[src/rtl/uart_pkg.sv]
// uart_pkg: shared UART constants, rx state encoding and parity helper
package uart_pkg;
  localparam int PARITY_NONE = 0;
  localparam int PARITY_EVEN = 1;
  localparam int PARITY_ODD  = 2;
  typedef enum logic [2:0] {IDLE, START, DATA, PARITY, STOP, BREAK} rx_state_e;
  // Payload is zero-extended to 9 bits; the padding does not change the XOR
  function automatic logic parity_bit(input int mode, input logic [8:0] d);
    return (mode == PARITY_ODD) ? ~^d : ^d;
  endfunction
endpackage

[src/rtl/uart_sync2.sv]
// uart_sync2: two-flop synchroniser for asynchronous inputs
module uart_sync2 #(
  parameter logic RST_VAL = 1'b1
) (
  input  logic clk,
  input  logic rst_n,
  input  logic d_i,
  output logic q_o
);
  logic s1_q;
  always_ff @(posedge clk or negedge rst_n)
    if (!rst_n) {q_o, s1_q} <= {2{RST_VAL}};
    else {q_o, s1_q} <= {s1_q, d_i};
endmodule

[src/rtl/uart_rx_param.sv]
// uart_rx_param: parametrised UART receiver with mid-bit sampling,
// false-start filter and a one-entry valid/ready output buffer
module uart_rx_param import uart_pkg::*; #(
  parameter int CLKS_PER_BIT = 16,
  parameter int DATA_BITS    = 8,
  parameter int PARITY_MODE  = 0,
  parameter int STOP_BITS    = 1
) (
  input  logic                 clk,
  input  logic                 rst_n,
  input  logic                 data_in,
  input  logic                 ready,
  output logic [DATA_BITS-1:0] data_out,
  output logic                 valid,
  output logic                 parity_err,
  output logic                 frame_err,
  output logic                 overrun,
  output logic                 busy
);
  localparam int CW = $clog2(CLKS_PER_BIT);
  localparam int IW = $clog2(DATA_BITS + 1);
  localparam logic [CW-1:0] HALF_M1  = CW'(CLKS_PER_BIT / 2 - 1);
  localparam logic [CW-1:0] LAST     = CW'(CLKS_PER_BIT - 1);
  localparam logic [IW-1:0] IDX_LAST = IW'(DATA_BITS - 1);
  logic                 rx_s;
  logic                 tick;
  rx_state_e            state_q;
  logic [CW-1:0]        cnt_q;
  logic [IW-1:0]        idx_q;
  logic [DATA_BITS-1:0] shift_q;
  logic                 par_bad_q;
  logic                 stop_idx_q;
  uart_sync2 #(.RST_VAL(1'b1)) u_sync (.clk(clk), .rst_n(rst_n), .d_i(data_in), .q_o(rx_s));
  assign tick = (cnt_q == LAST);
  assign busy = (state_q != IDLE);
  always_ff @(posedge clk or negedge rst_n)
    if (!rst_n) begin
      state_q    <= IDLE;
      cnt_q      <= '0;
      idx_q      <= '0;
      shift_q    <= '0;
      par_bad_q  <= 1'b0;
      stop_idx_q <= 1'b0;
      data_out   <= '0;
      valid      <= 1'b0;
      parity_err <= 1'b0;
      frame_err  <= 1'b0;
      overrun    <= 1'b0;
    end else begin
      parity_err <= 1'b0;
      frame_err  <= 1'b0;
      overrun    <= 1'b0;
      if (valid && ready) valid <= 1'b0;
      case (state_q)
        IDLE: if (!rx_s) begin
          state_q <= START;
          cnt_q   <= '0;
        end
        START: if (cnt_q == HALF_M1) begin
          state_q <= rx_s ? IDLE : DATA;
          cnt_q   <= '0;
          idx_q   <= '0;
        end else cnt_q <= cnt_q + 1'b1;
        // LSB arrives first, so shift right and it ends at bit 0
        DATA: if (tick) begin
          cnt_q   <= '0;
          shift_q <= {rx_s, shift_q[DATA_BITS-1:1]};
          idx_q   <= idx_q + 1'b1;
          if (idx_q == IDX_LAST) begin
            state_q    <= (PARITY_MODE != PARITY_NONE) ? PARITY : STOP;
            par_bad_q  <= 1'b0;
            stop_idx_q <= 1'b0;
          end
        end else cnt_q <= cnt_q + 1'b1;
        PARITY: if (tick) begin
          cnt_q     <= '0;
          par_bad_q <= rx_s != parity_bit(PARITY_MODE, 9'(shift_q));
          state_q   <= STOP;
        end else cnt_q <= cnt_q + 1'b1;
        STOP: if (tick) begin
          cnt_q <= '0;
          if (!rx_s) begin
            frame_err <= 1'b1;
            state_q   <= BREAK;
          end else if (stop_idx_q == 1'(STOP_BITS - 1)) begin
            state_q <= IDLE;
            if (par_bad_q) parity_err <= 1'b1;
            else if (!valid || ready) begin
              data_out <= shift_q;
              valid    <= 1'b1;
            end else overrun <= 1'b1;
          end else stop_idx_q <= 1'b1;
        end else cnt_q <= cnt_q + 1'b1;
        BREAK: if (rx_s) state_q <= IDLE;
        default: state_q <= IDLE;
      endcase
    end
endmodule

[config.mk]
export PLATFORM = sky130hd
export DESIGN_NAME = uart_rx_param
export DESIGN_NICKNAME = d
export VERILOG_FILES = /design/src/rtl/uart_pkg.sv /design/src/rtl/uart_sync2.sv /design/src/rtl/uart_rx_param.sv
export SDC_FILE = /design/constraint.sdc
export NUM_CORES = 1
export LEC_CHECK = 0
export CELL_PAD_IN_SITES_DETAIL_PLACEMENT = 1
export CELL_PAD_IN_SITES_GLOBAL_PLACEMENT = 2
export CORE_MARGIN = 10
export CORE_UTILIZATION = 38
export DETAILED_ROUTE_END_ITERATION = 6
export HOLD_SLACK_MARGIN = 0.1
export PLACE_DENSITY = 0.88
export SLEW_MARGIN = 20
export SYNTH_ARGS = -nofsm -noshare
export SYNTH_HDL_FRONTEND = slang
export SYNTH_SLANG_ARGS = --single-unit
[constraint.sdc]
create_clock -name clk -period 1.97 [get_ports clk]
set_clock_uncertainty 0.05 [all_clocks]
set_input_delay 0.4925 -clock clk [delete_from_list [all_inputs] [get_ports clk]]
set_output_delay 0.4925 -clock clk [all_outputs]
set_load 0.02 [all_outputs]
==> key figures <==
Status
  • Status: finished clean

STA
  • Final setup viols: 0
  • PnR worst setup slack: 0.09413 ns
  • Fin crit period: 1.876 ns
  • Final period util: 0.9522
  • Final hold violation count: 0
  • Max-slew violations: 0
  • Unrepaired setup endpoints after global routing: false
  • Fmax: 0.5331 GHz
  • Fin Setup TNS: 0 ns
  • Worst slew margin: 0.7116
  • Slew @ Worst Pin: 0.4325 ns

Floorplan
  • DIE WIDTH: 85.70 µm
  • Die Area: 7344 µm²
  • Core Footprint: 4086 µm²
  • Initial Utilization: 0.4014
  • Die Span Y: 85.70 µm
  • Row cnt: 23
  • Top Ports: 17

Pwr
  • Lkg Pwr: 0.9024 nW
  • Sw Pwr: 0.0007051 W
  • Internal power: 0.001333 W
  • Switching portion of total power: 0.3459
  • Overall power: 0.002038 W
  • Sequential share of power: 0.409
  • Worst VDD drop: 0.4534 mV
  • Clk pwr share: 0.243
  • Combinational group share of total power: 0.347
  • PD cells: 1036 nW/µm²

GRT
  • Largest net degree at the start of global routing: 35
  • Vias in the first global route: 1289
  • Gr ovfl total: 0
  • Initial antenna violation count: 0
  • First-pass GRT wire length: 6189 µm
  • Total GRT Usage: 0.1037

Job
  • Max_cap viols: 0

Final layout
  • Most frequent cells in the layout: 32 x dfrtp_1, 18 x mux2_2, 15 x clkdlybuf4s50_1, 7 x buf_4
  • Area delta synth->final: 19.98%
  • Most common cell after layout, fill and taps aside: dfrtp_1
  • Fin nets: 162
  • Post-Route Utilization: 0.4816
  • Fillers: 442
  • Layout cell share with drive strength beyond 1: 0.2739
  • Diode count: 0

Logic synthesis
  • Sequential-to-total area share from yosys stat: 0.5202
  • Number of flops mapped to enable cells by yosys: 0
  • Post-Syn Instances: 131
  • Yosys warnings: 0
  • Synthesized Nets: 137
  • Mean post-synth cell area: 12.52 µm²
  • FFs w/ async S/R, synth: 1.000
  • Yosys reg bits: 34
  • Share of the synthesized area in the top cell type: 0.4882
  • Post-Syn Area: 1640 µm²
  • Largest area contributor in the netlist: dfrtp_1
  • Area contributors post-synth: dfrtp_1 49%, mux2_2 12%, dfstp_2 3.2%
  • Post-synth cell types: 45
  • Top FF cell, synth: dfrtp_1

Detailed routing
  • DR vias: 1103
  • Metal2 WL: 1802 µm
  • Highest metal used: met4
  • Initial DRT Pass Iterations: 4
  • Drt wl/cell: 16.75 µm
  • Met3 WL: 138 µm
  • DR iter-0 viols: 77
  • DR vias/cell: 5.329
  • Total wire length: 3468 µm
  • DRC: 0
  • Met1 WL: 1474 µm
  • Final ANT Viol Nets: 0

Clock network
  • Clock buffer depth: 2
  • Root Driver: clkbuf_8
  • Htree depth: 2
  • Num CTS Buffers: 5
  • CTS tree: built
  • Worst-path clk slew: 0.07 ns
  • Clock latency on the worst-skew pair: 0.29 ns
  • # clock sinks: 34

Place
  • Gpl congestion: 0.7878
  • Pre-CTS setup slack: 0.1365 ns
  • Dpl hpwl: 2499 µm
  • Number of port buffers: 16

Setup path
  • Worst setup EP type: output pin
  • Worst setup SP type: flop
  • Worst path arrival time: 1.33 ns
  • Req. time, crit path: 1.43 ns
  • Worst r2r src: cnt_q[1]
  • Worst Setup SP: state_q[0]
  • Crit path max fanout: 2
  • Critical path type: flop to output pin

Worst hold path
  • Worst hold start: u_sync.s1_q
  • Worst min-delay path category: flop to flop
layout make-up:
type                    count  area (µm²)  share of cell area
clock buffers               6       72.57             0.03687
clock inverters             2       10.01            0.005086
inverters                   1       3.754            0.001907
multi-input cells          91       754.5              0.3833
flip-flops and latches     34       853.3              0.4336
well taps                  50       62.56             0.03179
repair buffers             23       211.5              0.1074
flip-flops by register name (all words and copies together), names as in the netlist:
| signal | cells |
|---|---|
| valid | 1 |
| state_q | 3 |
| frame_err | 1 |
| u_sync.q_o | 1 |
| shift_q | 8 |
| u_sync.s1_q | 1 |
| cnt_q | 4 |
| idx_q | 4 |
| data_out | 8 |
| par_bad_q | 1 |
| overrun | 1 |
| parity_err | 1 |
power groups by stage:
stage / Clock (W) / Sequential [W] / Combinational, W
final: 0.000495 / 0.000835 / 0.000708
after global routing: 0.000546 / 0.000846 / 0.000790
after CTS: 0.000514 / 0.000833 / 0.000707
after detailed placement: 0 / 0.000846 / 0.000715
after global placement: 0 / 0.000840 / 0.000670
after floorplan: 0 / 0.000844 / 0.000491
through the flow:
| stage | instance area (µm²) | std cells | hold WS [ns] |
|---|---|---|---|
| final | 1968 | 207 | 0.3073 |
| after detailed placement | 1884 | 199 | 0.2985 |
| after global placement | 1884 | 199 | 0.2996 |
| after global routing | 1968 | 207 | 0.3155 |
| after floorplan | 1640 | 131 | 0.1469 |
| after CTS | 1966 | 207 | 0.3084 |
final timing paths:
kind | end | slack (ns) | cells after the start
setup / recovery | busy | 0.09 | 2
hold / removal | u_sync.q_o | 0.31 | 0
setup reg to reg | shift_q[0] | 0.16 | 5
hold reg to reg | u_sync.q_o | 0.31 | 0
max in group asynchronous | u_sync.q_o | 0.96 | 2
min in group asynchronous | data_out[3] | 0.57 | 2
logic make-up (layout without fill, tap and decap cells):
family	count (synthesis)	in the layout	synth area share
AOI/OAI and AO/OA	23	23	0.09840
xor gates and xnor gates	7	7	0.04577
adders and majority gates	2	2	0.01525
buffers and inverters	6	32	0.02136
DFF	34	34	0.5202
muxes	21	21	0.1426
and+or+nand+nor	38	38	0.1564
synthesized netlist by cell type, types with 2 or more instances:
master and instances:
xnor2_1 5, a21oi_1 5, a32o_1 2, a211oi_1 2, clkbuf_1 2, a21o_1 2
o21ai_0 3, nand3_1 3, dfstp_2 2, and2_1 2, mux2_2 18, nand2b_1 3
ha_1 2, nor2b_1 3, nor2_1 6, nand2_1 6, dfrtp_1 32, o21ai_1 2
a211o_1 2, nor3b_1 2, or2_2 2, mux2i_1 2
worst max-delay path, cell delays in order (launching register included):
cell and delay, ns:
dfrtp_1 0.37, or3_1 0.36, dlygate4sd2_1 0.33
per-layer routing:
metal / track usage / up-vias
met1: 0.1165 / 561
met4: 0.04790 / 0
met2: 0.1730 / 16
met3: 0.03500 / 7
li1: - / 519
met5: 0 / -
timing repair:
item	4_1_cts	5_1_grt
cloned	0	0
endpoints found under the setup margin	1	8
hold buffers	0	0
setup buffers	0	0
resized for setup	1	1
Power figures use the tool's default switching activity.
